--- src/rtl/alu_issue_stage_if.sv ---
// Bundles the decode-side request, the write-back snoop port and the execute-side result
// of the ALU issue stage into one connection.
interface alu_issue_stage_if #(
  parameter int WIDTH = 32
);
  logic             in_valid;
  logic             in_ready;
  logic [1:0]       alu_op;
  logic [5:0]       funct;
  logic             alu_src;
  logic [4:0]       rs_addr;
  logic [4:0]       rt_addr;
  logic [4:0]       dest_addr;
  logic [WIDTH-1:0] rs_data;
  logic [WIDTH-1:0] rt_data;
  logic [15:0]      imm;
  logic             reg_write;

  logic             wb_en;
  logic [4:0]       wb_addr;
  logic [WIDTH-1:0] wb_data;

  logic             out_valid;
  logic             out_ready;
  logic [WIDTH-1:0] A;
  logic [WIDTH-1:0] B;
  logic [3:0]       ALUControl;
  logic [4:0]       out_dest;
  logic             out_reg_write;
  logic             out_illegal;

  modport slave (
    input  in_valid, alu_op, funct, alu_src, rs_addr, rt_addr, dest_addr,
           rs_data, rt_data, imm, reg_write, wb_en, wb_addr, wb_data, out_ready,
    output in_ready, out_valid, A, B, ALUControl, out_dest, out_reg_write, out_illegal
  );

  modport master (
    output in_valid, alu_op, funct, alu_src, rs_addr, rt_addr, dest_addr,
           rs_data, rt_data, imm, reg_write, wb_en, wb_addr, wb_data, out_ready,
    input  in_ready, out_valid, A, B, ALUControl, out_dest, out_reg_write, out_illegal
  );
endinterface

--- src/rtl/alu_issue_stage.sv ---
// ID/EX issue register in front of the MIPS ALU: decodes the ALU control code, selects operand B,
// and keeps a stalled instruction's operands current by snooping write-backs.
module alu_issue_stage #(
  parameter int WIDTH = 32
) (
  input logic              clk,
  input logic              reset,
  input logic              flush,
  alu_issue_stage_if.slave bus
);
  localparam logic [3:0] CTRL_AND = 4'b0000;
  localparam logic [3:0] CTRL_OR  = 4'b0001;
  localparam logic [3:0] CTRL_ADD = 4'b0010;
  localparam logic [3:0] CTRL_SUB = 4'b0110;
  localparam logic [3:0] CTRL_SLT = 4'b0111;
  localparam logic [3:0] CTRL_NOR = 4'b1100;
  localparam logic [3:0] CTRL_ILL = 4'b1111;

  localparam logic [5:0] FN_ADD = 6'b100000;
  localparam logic [5:0] FN_SUB = 6'b100010;
  localparam logic [5:0] FN_AND = 6'b100100;
  localparam logic [5:0] FN_OR  = 6'b100101;
  localparam logic [5:0] FN_SLT = 6'b101010;
  localparam logic [5:0] FN_NOR = 6'b100111;

  logic             validQ;
  logic [WIDTH-1:0] aQ;
  logic [WIDTH-1:0] bQ;
  logic [3:0]       ctrlQ;
  logic [4:0]       destQ;
  logic             regWriteQ;
  logic             illegalQ;
  logic [4:0]       heldRs;
  logic [4:0]       heldRt;
  logic             heldSrc;

  logic             capture;
  logic             holdSnoop;
  logic [3:0]       decCtrl;
  logic             decIllegal;
  logic [WIDTH-1:0] immExt;
  logic             rsFwd;
  logic             rtFwd;
  logic             heldRsHit;
  logic             heldRtHit;
  logic [WIDTH-1:0] capA;
  logic [WIDTH-1:0] capB;

  assign bus.in_ready = !validQ || bus.out_ready;
  assign capture      = bus.in_valid && bus.in_ready && !flush;
  // Snooping only matters while the held instruction stays put; a consumed one has already left.
  assign holdSnoop    = validQ && !bus.out_ready;

  always_comb begin
    decCtrl    = CTRL_ILL;
    decIllegal = 1'b0;
    case (bus.alu_op)
      2'b00: decCtrl = CTRL_ADD;
      2'b01: decCtrl = CTRL_SUB;
      2'b11: decCtrl = CTRL_OR;
      default: begin
        case (bus.funct)
          FN_ADD:  decCtrl = CTRL_ADD;
          FN_SUB:  decCtrl = CTRL_SUB;
          FN_AND:  decCtrl = CTRL_AND;
          FN_OR:   decCtrl = CTRL_OR;
          FN_SLT:  decCtrl = CTRL_SLT;
          FN_NOR:  decCtrl = CTRL_NOR;
          default: begin
            decCtrl    = CTRL_ILL;
            decIllegal = 1'b1;
          end
        endcase
      end
    endcase
  end

  // ori zero-extends its immediate; every other immediate user wants sign extension.
  assign immExt = (bus.alu_op == 2'b11) ? {{(WIDTH-16){1'b0}}, bus.imm}
                                        : {{(WIDTH-16){bus.imm[15]}}, bus.imm};

  assign rsFwd     = bus.wb_en && (bus.wb_addr != 5'd0) && (bus.wb_addr == bus.rs_addr);
  assign rtFwd     = bus.wb_en && (bus.wb_addr != 5'd0) && (bus.wb_addr == bus.rt_addr);
  assign heldRsHit = bus.wb_en && (bus.wb_addr != 5'd0) && (bus.wb_addr == heldRs);
  assign heldRtHit = bus.wb_en && (bus.wb_addr != 5'd0) && (bus.wb_addr == heldRt) && !heldSrc;

  assign capA = rsFwd ? bus.wb_data : bus.rs_data;
  assign capB = bus.alu_src ? immExt : (rtFwd ? bus.wb_data : bus.rt_data);

  always_ff @(posedge clk) begin
    if (reset) begin
      validQ    <= 1'b0;
      aQ        <= '0;
      bQ        <= '0;
      ctrlQ     <= 4'b0000;
      destQ     <= 5'd0;
      regWriteQ <= 1'b0;
      illegalQ  <= 1'b0;
      heldRs    <= 5'd0;
      heldRt    <= 5'd0;
      heldSrc   <= 1'b0;
    end else begin
      if (flush) begin
        validQ <= 1'b0;
      end else if (capture) begin
        validQ <= 1'b1;
      end else if (bus.out_ready) begin
        validQ <= 1'b0;
      end

      if (capture) begin
        aQ        <= capA;
        bQ        <= capB;
        ctrlQ     <= decCtrl;
        destQ     <= bus.dest_addr;
        regWriteQ <= bus.reg_write && !decIllegal;
        illegalQ  <= decIllegal;
        heldRs    <= bus.rs_addr;
        heldRt    <= bus.rt_addr;
        heldSrc   <= bus.alu_src;
      end else if (holdSnoop) begin
        if (heldRsHit) aQ <= bus.wb_data;
        if (heldRtHit) bQ <= bus.wb_data;
      end
    end
  end

  assign bus.out_valid     = validQ;
  assign bus.A             = aQ;
  assign bus.B             = bQ;
  assign bus.ALUControl    = ctrlQ;
  assign bus.out_dest      = destQ;
  assign bus.out_reg_write = regWriteQ;
  assign bus.out_illegal   = illegalQ;
endmodule
--- src/flat_wrapper.sv ---
// flat-port wrapper written by rule: the top's interface ports become plain ports
module alu_issue_stage_flat 
#(
  parameter int WIDTH = 32
)
  (clk, reset, flush, bus_in_valid, bus_alu_op, bus_funct, bus_alu_src, bus_rs_addr, bus_rt_addr, bus_dest_addr, bus_rs_data, bus_rt_data, bus_imm, bus_reg_write, bus_wb_en, bus_wb_addr, bus_wb_data, bus_out_ready, bus_in_ready, bus_out_valid, bus_A, bus_B, bus_ALUControl, bus_out_dest, bus_out_reg_write, bus_out_illegal);
  alu_issue_stage_if #(.WIDTH(WIDTH)) bus_i ();
  input logic clk;
  input logic reset;
  input logic flush;
  input wire logic [$bits(bus_i.in_valid)-1:0] bus_in_valid;
  input wire logic [$bits(bus_i.alu_op)-1:0] bus_alu_op;
  input wire logic [$bits(bus_i.funct)-1:0] bus_funct;
  input wire logic [$bits(bus_i.alu_src)-1:0] bus_alu_src;
  input wire logic [$bits(bus_i.rs_addr)-1:0] bus_rs_addr;
  input wire logic [$bits(bus_i.rt_addr)-1:0] bus_rt_addr;
  input wire logic [$bits(bus_i.dest_addr)-1:0] bus_dest_addr;
  input wire logic [$bits(bus_i.rs_data)-1:0] bus_rs_data;
  input wire logic [$bits(bus_i.rt_data)-1:0] bus_rt_data;
  input wire logic [$bits(bus_i.imm)-1:0] bus_imm;
  input wire logic [$bits(bus_i.reg_write)-1:0] bus_reg_write;
  input wire logic [$bits(bus_i.wb_en)-1:0] bus_wb_en;
  input wire logic [$bits(bus_i.wb_addr)-1:0] bus_wb_addr;
  input wire logic [$bits(bus_i.wb_data)-1:0] bus_wb_data;
  input wire logic [$bits(bus_i.out_ready)-1:0] bus_out_ready;
  output wire logic [$bits(bus_i.in_ready)-1:0] bus_in_ready;
  output wire logic [$bits(bus_i.out_valid)-1:0] bus_out_valid;
  output wire logic [$bits(bus_i.A)-1:0] bus_A;
  output wire logic [$bits(bus_i.B)-1:0] bus_B;
  output wire logic [$bits(bus_i.ALUControl)-1:0] bus_ALUControl;
  output wire logic [$bits(bus_i.out_dest)-1:0] bus_out_dest;
  output wire logic [$bits(bus_i.out_reg_write)-1:0] bus_out_reg_write;
  output wire logic [$bits(bus_i.out_illegal)-1:0] bus_out_illegal;
  assign bus_i.in_valid = bus_in_valid;
  assign bus_i.alu_op = bus_alu_op;
  assign bus_i.funct = bus_funct;
  assign bus_i.alu_src = bus_alu_src;
  assign bus_i.rs_addr = bus_rs_addr;
  assign bus_i.rt_addr = bus_rt_addr;
  assign bus_i.dest_addr = bus_dest_addr;
  assign bus_i.rs_data = bus_rs_data;
  assign bus_i.rt_data = bus_rt_data;
  assign bus_i.imm = bus_imm;
  assign bus_i.reg_write = bus_reg_write;
  assign bus_i.wb_en = bus_wb_en;
  assign bus_i.wb_addr = bus_wb_addr;
  assign bus_i.wb_data = bus_wb_data;
  assign bus_i.out_ready = bus_out_ready;
  assign bus_in_ready = bus_i.in_ready;
  assign bus_out_valid = bus_i.out_valid;
  assign bus_A = bus_i.A;
  assign bus_B = bus_i.B;
  assign bus_ALUControl = bus_i.ALUControl;
  assign bus_out_dest = bus_i.out_dest;
  assign bus_out_reg_write = bus_i.out_reg_write;
  assign bus_out_illegal = bus_i.out_illegal;
  alu_issue_stage #(.WIDTH(WIDTH)) u_core (.clk(clk), .reset(reset), .flush(flush), .bus(bus_i));
endmodule
--- config.mk ---
export PLATFORM = sky130hd
export DESIGN_NAME = alu_issue_stage_flat
export DESIGN_NICKNAME = d
export VERILOG_FILES = /design/src/rtl/alu_issue_stage_if.sv /design/src/rtl/alu_issue_stage.sv /design/src/flat_wrapper.sv
export SDC_FILE = /design/constraint.sdc
export NUM_CORES = 1
export LEC_CHECK = 0
export ABC_CLOCK_PERIOD_IN_PS = 6300
export CAP_MARGIN = 20
export CORE_ASPECT_RATIO = 1.4
export CORE_MARGIN = 5
export CORE_UTILIZATION = 40
export CTS_CLUSTER_SIZE = 40
export DETAILED_ROUTE_END_ITERATION = 8
export GPL_TIMING_DRIVEN = 0
export PLACE_DENSITY = 0.78
export SETUP_SLACK_MARGIN = 0.02
export SLEW_MARGIN = 10
export SYNTH_ARGS = -nofsm -noshare
export SYNTH_HDL_FRONTEND = slang
export SYNTH_SLANG_ARGS = --single-unit
export TNS_END_PERCENT = 50
--- constraint.sdc ---
create_clock -name clk -period 6.3 [get_ports clk]
set_input_delay 1.26 -clock clk [delete_from_list [all_inputs] [get_ports clk]]
set_output_delay 1.26 -clock clk [all_outputs]
set_load 0.05 [all_outputs]
After elaboration in Yosys (flattened, before gate mapping)
Index checks and enable logic that the tools add are counted.

Equality and inequality tests: 12. Muxes and demuxes: 16. Reduce and logical (&&, ||, !) cells: 27.

Operator list (count): 32-bit two-way mux (10); 6-bit equality test (second input constant) (6); 4-bit case mux with 6 select lines (1); 5-bit equality test (4); 4-bit case mux with 3 select lines (1); 1-bit logical AND (10); 2-bit nonzero test (4); 6-bit OR reduction (1); 1-bit zero test (5); 5-bit nonzero test (1); 1-bit two-way mux (4); 2-bit AND reduction (2); 3-bit OR reduction (1); 2-bit by 1-bit equality test with 1-bit output (second input constant) (1); 2-bit equality test (second input constant) (1); 2-bit zero test (1); 2-bit OR reduction (1); 1-bit logical OR (1).

Word-level logic and storage cells: 65. Input bits: 148. Register bits after elaboration: 87. Output and inout port bits: 77.

Logic depth before layout (Yosys ltp)
Gate-level depths: netlist of the first run.

Depth in word-level cells: 7. Gate-level depth with buffers: 9. Mapped depth without buffers: 6.

Worst setup path after synthesis of the first run
OpenSTA, ideal clock, no wires.

Path kind: input to register. Start point: input bus_out_ready. End point: register u_core.bQ[7], in the netlist u_core.bus.B[7]. Path slack: 3.233 ns. Stages: 8. Arrival time: 2.937 ns. Data required time: 6.170 ns. Setup time: 0.130 ns. Buffers on the path: 2. Cells stage by stage: nor2b_1 inv_1 nor3_1 nor3b_1 buf_2 clkbuf_1 mux2i_1 o32ai_1.

Cells in the longest elaborated chain, start to end: 5. Elaborated cells on any way between the ends: 9. Those cells by class: mux: 1; reduce/logical: 8.

Ends and longest elaborated chain: start, declared (line flat_wrapper.sv:25) `input wire logic [$bits(bus_i.out_ready)-1:0] bus_out_ready;`; 1-bit logical OR * (line alu_issue_stage.sv:49) `assign bus.in_ready = !validQ || bus.out_ready;`; net bus_in_ready (line flat_wrapper.sv:26) `output wire logic [$bits(bus_i.in_ready)-1:0] bus_in_ready;`; 1-bit logical AND * (2 in series) (line alu_issue_stage.sv:50) `assign capture = bus.in_valid && bus.in_ready && !flush;`; 2-bit nonzero test (no source line); 2-bit AND reduction (no source line); end signal, assigned (line alu_issue_stage.sv:113) `bQ <= capB;`; end signal, assigned (line alu_issue_stage.sv:123) `if (heldRtHit) bQ <= bus.wb_data;`; end, declared (line alu_issue_stage.sv:28) `logic [WIDTH-1:0] bQ;`.

Mark *: on every way through the listed nets, which the timed path passes. The rest lies on a longest branch. A chain may end at the register's enable or synchronous reset.

Final worst setup path of the first run
Start point: input bus_out_ready. End point: output bus_in_ready.

Cells in the longest elaborated chain, start to end: 1.

Ends and longest elaborated chain (line): 1-bit logical OR (alu_issue_stage.sv:49); end, declared (flat_wrapper.sv:26).

No other way between the ends.

==> results of run 1 <==
## per-stage QoR
step                      hold WS (ns)  power [W]  util, %  area [um2]
final                            0.458    0.00165     63.4        7490
after global routing             0.476    0.00171     63.4        7490
after CTS                        0.459    0.00165     63.4        7490
after detailed placement         0.451    0.00111     60.8        7190
after global placement           0.446    0.00110     60.8        7190
after floorplan                  0.437   0.000890        -        4830
## worst paths after layout
path,start,depth (start not counted),slack (ns),end
max,bus_out_ready,4,2.25,bus_in_ready
max reg2reg,u_core.bus.out_valid$_SDFFE_PP0P_,7,3.71,u_core.bus.B[7]$_SDFFE_PP0P_
min,u_core.bus.out_dest[4]$_SDFFE_PP0N_,2,0.46,u_core.bus.out_dest[4]$_SDFFE_PP0N_
min reg2reg,u_core.bus.out_dest[4]$_SDFFE_PP0N_,2,0.46,u_core.bus.out_dest[4]$_SDFFE_PP0N_
## power groups by stage
stage / Combinational, W / Clock, W / Sequential [W]
final: 0.000498 / 0.000549 / 0.000607
after global routing: 0.000522 / 0.000573 / 0.000611
after CTS: 0.000493 / 0.000552 / 0.000607
after detailed placement: 0.000491 / 0 / 0.000619
after global placement: 0.000487 / 0 / 0.000617
after floorplan: 0.000163 / 0 / 0.000727
## logic make-up after synthesis
group	synth area share, %
AOI/OAI and AO/OA	29.9
muxes	1.86
xor gates and xnor gates	3.80
buffers and inverters	8.88
DFF	36.0
and+or+nand+nor	19.5
## layout by cell type, fill, tap and decap left out, types with 2 or more instances in the layout
| cell | synthesis | layout |
|---|---|---|
| clkbuf_8 | 0 | 2 |
| clkbuf_16 | 0 | 9 |
| nand3_1 | 16 | 16 |
| clkinv_2 | 0 | 3 |
| buf_2 | 16 | 16 |
| o31ai_1 | 6 | 6 |
| clkbuf_1 | 42 | 42 |
| xnor2_1 | 19 | 19 |
| buf_4 | 2 | 2 |
| nor2_1 | 37 | 37 |
| buf_6 | 5 | 5 |
| a21oi_1 | 60 | 60 |
| nor3_1 | 22 | 22 |
| mux2i_1 | 9 | 9 |
| a311oi_2 | 9 | 9 |
| o32ai_1 | 9 | 9 |
| o311a_1 | 18 | 18 |
| dfxtp_1 | 87 | 87 |
| o21ai_0 | 6 | 6 |
| nand2b_1 | 2 | 2 |
| o311ai_0 | 5 | 5 |
| clkdlybuf4s50_1 | 0 | 217 |
| buf_1 | 2 | 2 |
| nor4_1 | 27 | 27 |
| a22oi_1 | 12 | 12 |
| inv_1 | 29 | 29 |
| nor2b_1 | 7 | 7 |
| a211oi_1 | 10 | 10 |
| o21ai_1 | 15 | 15 |
| nand2_1 | 91 | 91 |
| a311oi_1 | 28 | 28 |
| a21o_1 | 5 | 5 |
| xor2_1 | 2 | 2 |
## final cells by class
cell class / count / area, um2 / area share [%]
buffer: 67 / 317 / 4.23
timing repair buffer: 217 / 2170 / 29.0
clock buffer: 11 / 253 / 3.37
clock inverter: 4 / 45.0 / 0.601
sequential: 87 / 1740 / 23.3
multi-input combinational: 432 / 2660 / 35.6
inverter: 30 / 113 / 1.50
tap: 147 / 184 / 2.46
antenna: 1 / 2.50 / 0.0334
## registers in the layout, summed over array words and instances, names as in the netlist
signal                    count
u_core.bus.A                 32
u_core.bus.ALUControl         4
u_core.bus.B                 32
u_core.bus.out_dest           5
u_core.bus.out_illegal        1
u_core.bus.out_reg_write      1
u_core.bus.out_valid          1
u_core.heldRs                 5
u_core.heldRt                 5
u_core.heldSrc                1
## worst max-delay path: cells and delay by family
| kind | cells | cell delay [ns] |
|---|---|---|
| AND/OR/NAND/NOR | 1 | 0.05 |
| buffers and inverters | 3 | 1.48 |
## metal layers
layer | up-vias | GRT usage (%) | part of all wire (%)
met3 | 44 | 5.32 | 7.9
met2 | 262 | 47.7 | 52
met1 | 2785 | 31.8 | 37
met4 | 0 | 11.8 | 3.0
li1 | 2706 | - | -
met5 | - | 0 | 0
==> impl_metrics.tcl, run 1 <==
set metrics [dict create \
    outcome "complete, no violations" \
    synth_cell_types 47 \
    die_x_um 103 \
    fp.dieH_um 140 \
    critPathMaxStageDelay_ns 0.85 \
    portBuffers 217 \
    synth.avg_cell_area_um2 7.85 \
    viasPerCell 5.82 \
    slew_viol_final 0 \
    path_max_fanout 6 \
    finalClockSkew_ns 0.00487 \
    grt_pass1_vias 5740 \
    core_um2 11800 \
    synth_area_leaders "dfxtp_1 36%, nand2_1 7.1%, a21oi_1 6.2%, a311oi_1 5.1%, o311a_1 3.7%" \
    grt-ovfl-total 0 \
    antenna_found_initial 1 \
    synth_nets 764 \
    area_growth_pct 54.9 \
    vias 5797 \
    synthTopCellsByCount "91 x nand2_1, 87 x dfxtp_1, 60 x a21oi_1" \
    grt_pass1_wl_mm 30.7 \
    post-cts-setup-buffers 0 \
    cpMostUsedCell "clkdlybuf4s50_1" \
    synth_ff_type "dfxtp_1" \
    placedCellCount 980 \
    tightestPinTransition_ns 0.927 \
    initial_core_util_pct 40.9 \
    crit_slowest_cell "clkdlybuf4s50_1" \
    finalWirelength_mm 20.6 \
    cap_violations 0 \
    grt_max_degree 14 \
    fin_setup_tns_ns 0 \
    cts.sinks 87 \
    fill_cells 1043 \
    cts_root_buf "clkbuf_16" \
    setup_viol 0 \
    crit_chain "clkdlybuf4s50_1, nor2b_1, inv_1, clkdlybuf4s50_1" \
    yosysMostFrequentCell "nand2_1" \
    cts_buffer_depth 2 \
    p_leak_nw 2.68 \
    power_frac_comb_pct 30.1 \
    power_density_nw_per_um2 221 \
    power.share.sequential_pct 36.7 \
    synth_edf_count 0 \
    ctsResizeCount 0 \
    worst_ir_drop_vdd_uv 146 \
    insertion_delay_ns 0.35 \
    synthArstFlopShare_pct 0 \
    crit_path_end_kind "output pin" \
    drt-initial-drc-count 458 \
    io_pins 225 \
    worstPathRequired_ns 5.04 \
    post-route-period-util_pct 64.3 \
    place_hpwl_mm 15.7 \
    ys_seq_elements 87 \
    postCtsHoldBufs 0 \
    max_freq_ghz 0.247 \
    syn_inst 616 \
    ys_seq_area_share_pct 36.0 \
    pre_cts_slack_ns 2.26 \
    internal_power_w 0.00111 \
    drive_gt1_share_pct 6.13 \
    hold_class "flop to flop" \
    h-tree-depth 3 \
    drt_pass1_iterations 5 \
    fin_crit_ns 4.05 \
    remaining_drc_errors 0 \
    postRouteAntennaNets 0 \
    wire_per_inst_um 20.7 \
    synth.top_cell.area_share_pct 36.0 \
    slew_headroom_pct 37.4 \
    cts.clk_slew.worst_paths_ns 0.06 \
    cts-buffers-inserted 9 \
    swShare_pct 32.6 \
    cts_tree "built" \
    gp_congestion 0.927 \
    num-nets-final 992 \
    p_sw_w 0.000539 \
    fin_cells 996 \
    ys_warn_count 0 \
    setup_slack_ns 2.25 \
    rsz0062_at_grt "false" \
    gr-usage-all-layers_pct 27.4 \
    path_class "primary input to output pin" \
    power_frac_clock_pct 33.2 \
    placementRows 47 \
    post-synth-top-area-cell "dfxtp_1" \
    cp.arrival_ns 2.79 \
    syn-cell-area_um2 4830 \
    worstSetupStartpointType "primary input" \
    hold_viol_final 0 \
    dieArea_um2 14400 \
]
(Power assumes the default switching activity.)
==> inputs of run 2 (changes only) <==
Settings changed: ABC_CLOCK_PERIOD_IN_PS 6300 to 4200.
Clock period 6.3 ns to 4.2 ns, I/O delays scaled along.
==> results of run 2 <==
Same layout as run 1 (identical final DEF). Status: complete, no violations.
Main changes from that run: setup slack after placement 2.26 ns -> 0.810 ns; setup slack after layout 2.25 ns -> 0.989 ns; register-to-register setup slack 3.71 ns -> 1.61 ns; total power 0.00165 W -> 0.00248 W; worst IR drop on VDD 146 uV -> 219 uV
==> inputs of run 3 (changes only) <==
Settings changed: ABC_CLOCK_PERIOD_IN_PS 4200 to 2550, CORE_UTILIZATION 40 to 38.
Clock period 4.2 ns to 2.55 ns, I/O delays scaled along.
==> run 3 against run 2 <==
Against the previous run: die area increased by 4.8%; power grew 61%; sequential power is 64% higher; first-iteration DRC count down 32%; global-route usage shrank 2.0 points; critical path depth rose by 4; worst hold slack worse by 0.0025 ns; final cell count rose by 0.40%; largest power group unchanged; highest routed layer is now met5.
==> impl_metrics.tcl, run 3 (synthesized netlist as in run 1, its figures left out) <==
set metrics [dict create \
    cp.arrival_ns 2.60 \
    dieArea_um2 15100 \
    hold_viol_final 0 \
    critPathMaxStageDelay_ns 0.58 \
    crit_buf_inv 4 \
    portBuffers 217 \
    p_leak_nw 2.72 \
    place_area_um2 7190 \
    core_um2 12400 \
    crit_path_end_kind "flop" \
    cts_buffer_depth 2 \
    initial_core_util_pct 38.9 \
    slew_headroom_pct 49.3 \
    finalClockSkew_ns 0.0106 \
    cts.clk_slew.worst_paths_ns 0.07 \
    cp_top_family "buffers and inverters" \
    crit_chain "clkdlybuf4s50_1, nor2b_1, inv_1, nand2_1, clkbuf_2, o41ai_4, clkbuf_1, a311oi_1" \
    viasPerCell 5.60 \
    post-cts-setup-buffers 0 \
    grt_max_degree 16 \
    cap_violations 0 \
    outcome "complete, no violations" \
    fill_cells 1151 \
    grt_pass1_wl_mm 29.9 \
    p_total_w 0.00398 \
    ctsResizeCount 8 \
    gp_congestion 0.886 \
    grt-ovfl-total 0 \
    remaining_drc_errors 0 \
    fp.dieH_um 143 \
    regArea_um2 1740 \
    crit_slowest_cell "clkbuf_1" \
    io_pins 225 \
    fin_crit_ns 2.41 \
    post-route-period-util_pct 94.4 \
    postRouteAntennaNets 0 \
    gr-usage-all-layers_pct 25.4 \
    cts-buffers-inserted 9 \
    final_cell_mix "216 x clkdlybuf4s50_1, 91 x nand2_1, 87 x dfxtp_1" \
    h-tree-depth 3 \
    layout.cell_area.non_filler_um2 7520 \
    worst_ir_drop_vdd_uv 327 \
    path_class "primary input to flop" \
    wire_per_inst_um 19.9 \
    finalWirelength_mm 19.9 \
    drt_pass1_iterations 5 \
    power_density_nw_per_um2 529 \
    drt-initial-drc-count 311 \
    area_growth_pct 55.6 \
    setup_viol 0 \
    insertion_delay_ns 0.35 \
    die_x_um 105 \
    drive_gt1_share_pct 7.89 \
    layout_commonest_cell "clkdlybuf4s50_1" \
    path_max_fanout 10 \
    slew_viol_final 0 \
    cts.sinks 87 \
    tightestPinTransition_ns 0.760 \
    placementRows 48 \
    grt_pass1_vias 5566 \
    max_freq_ghz 0.415 \
    antenna_found_initial 1 \
    hold_class "flop to flop" \
    vias 5603 \
    worstPathRequired_ns 2.74 \
    cts_root_buf "clkbuf_16" \
    cts_tree "built" \
    num-nets-final 992 \
    postCtsHoldBufs 0 \
    multiInputGateArea_um2 2700 \
    worstSetupStartpointType "primary input" \
    place_hpwl_mm 15.6 \
]
## run 3: cell types whose count changed in the layout (fill, tap and decap cells not counted), moves of 2 or more
cell / change
clkbuf_1: -10
clkinv_4: +2
clkbuf_8: -2
clkbuf_2: +10
buf_1: -2
## run 3: worst paths after layout
kind,from,to,slack (ns),cells past startpoint
min,u_core.bus.out_dest[2]$_SDFFE_PP0N_,u_core.bus.out_dest[2]$_SDFFE_PP0N_,0.46,2
max reg2reg,u_core.bus.out_valid$_SDFFE_PP0P_,u_core.bus.A[12]$_SDFFE_PP0P_,0.36,5
min reg2reg,u_core.bus.out_dest[2]$_SDFFE_PP0N_,u_core.bus.out_dest[2]$_SDFFE_PP0N_,0.46,2
max,bus_out_ready,u_core.bus.A[12]$_SDFFE_PP0P_,0.14,8
## run 3: worst min-delay path: cells and delay by family (launching register included)
kind / cells / cell delay [ns]
AND/OR/NAND/NOR: 1 / 0.05
flip-flops: 1 / 0.31
AO/OA/AOI/OAI: 1 / 0.05
## run 3: final cells by class
class	instances	area share (%)
multi-input cells	432	35.8
repair buffers	217	28.9
flip-flops and latches	87	23.2
plain buffers	67	4.48
clock buffers	9	2.99
well taps	150	2.50
inverters	30	1.50
clock inverters	7	0.649
diodes	1	0.0333
## run 3: through the flow
step	cells	util, %	setup TNS, ns	setup slack [ns]	hold WS, ns
final	1000	60.5	0	0.142	0.455
after global routing	999	60.5	-0.346	-0.0535	0.483
after CTS	999	60.2	0	0.0266	0.456
after detailed placement	983	57.9	-23.39	-0.565	0.449
after global placement	983	57.9	-22.99	-0.563	0.440
after floorplan	616	-	0	0.0420	0.437
## run 3: layer usage
metal,track usage [%],part of all wire [%],up-vias
met5,0,0.055,-
met4,13.5,4.7,2
met3,5.93,7.8,50
met2,44.1,49,260
met1,28.9,38,2573
li1,-,-,2718
## run 3: where the power goes
part	leakage [nW]	internal, W	total [W]	switching, W
clock network	0.136	0.000663	0.00126	0.000600
registers	0.715	0.00145	0.00149	0.0000472
logic	1.87	0.000504	0.00122	0.000720
total	2.72	0.00261	0.00398	0.00137
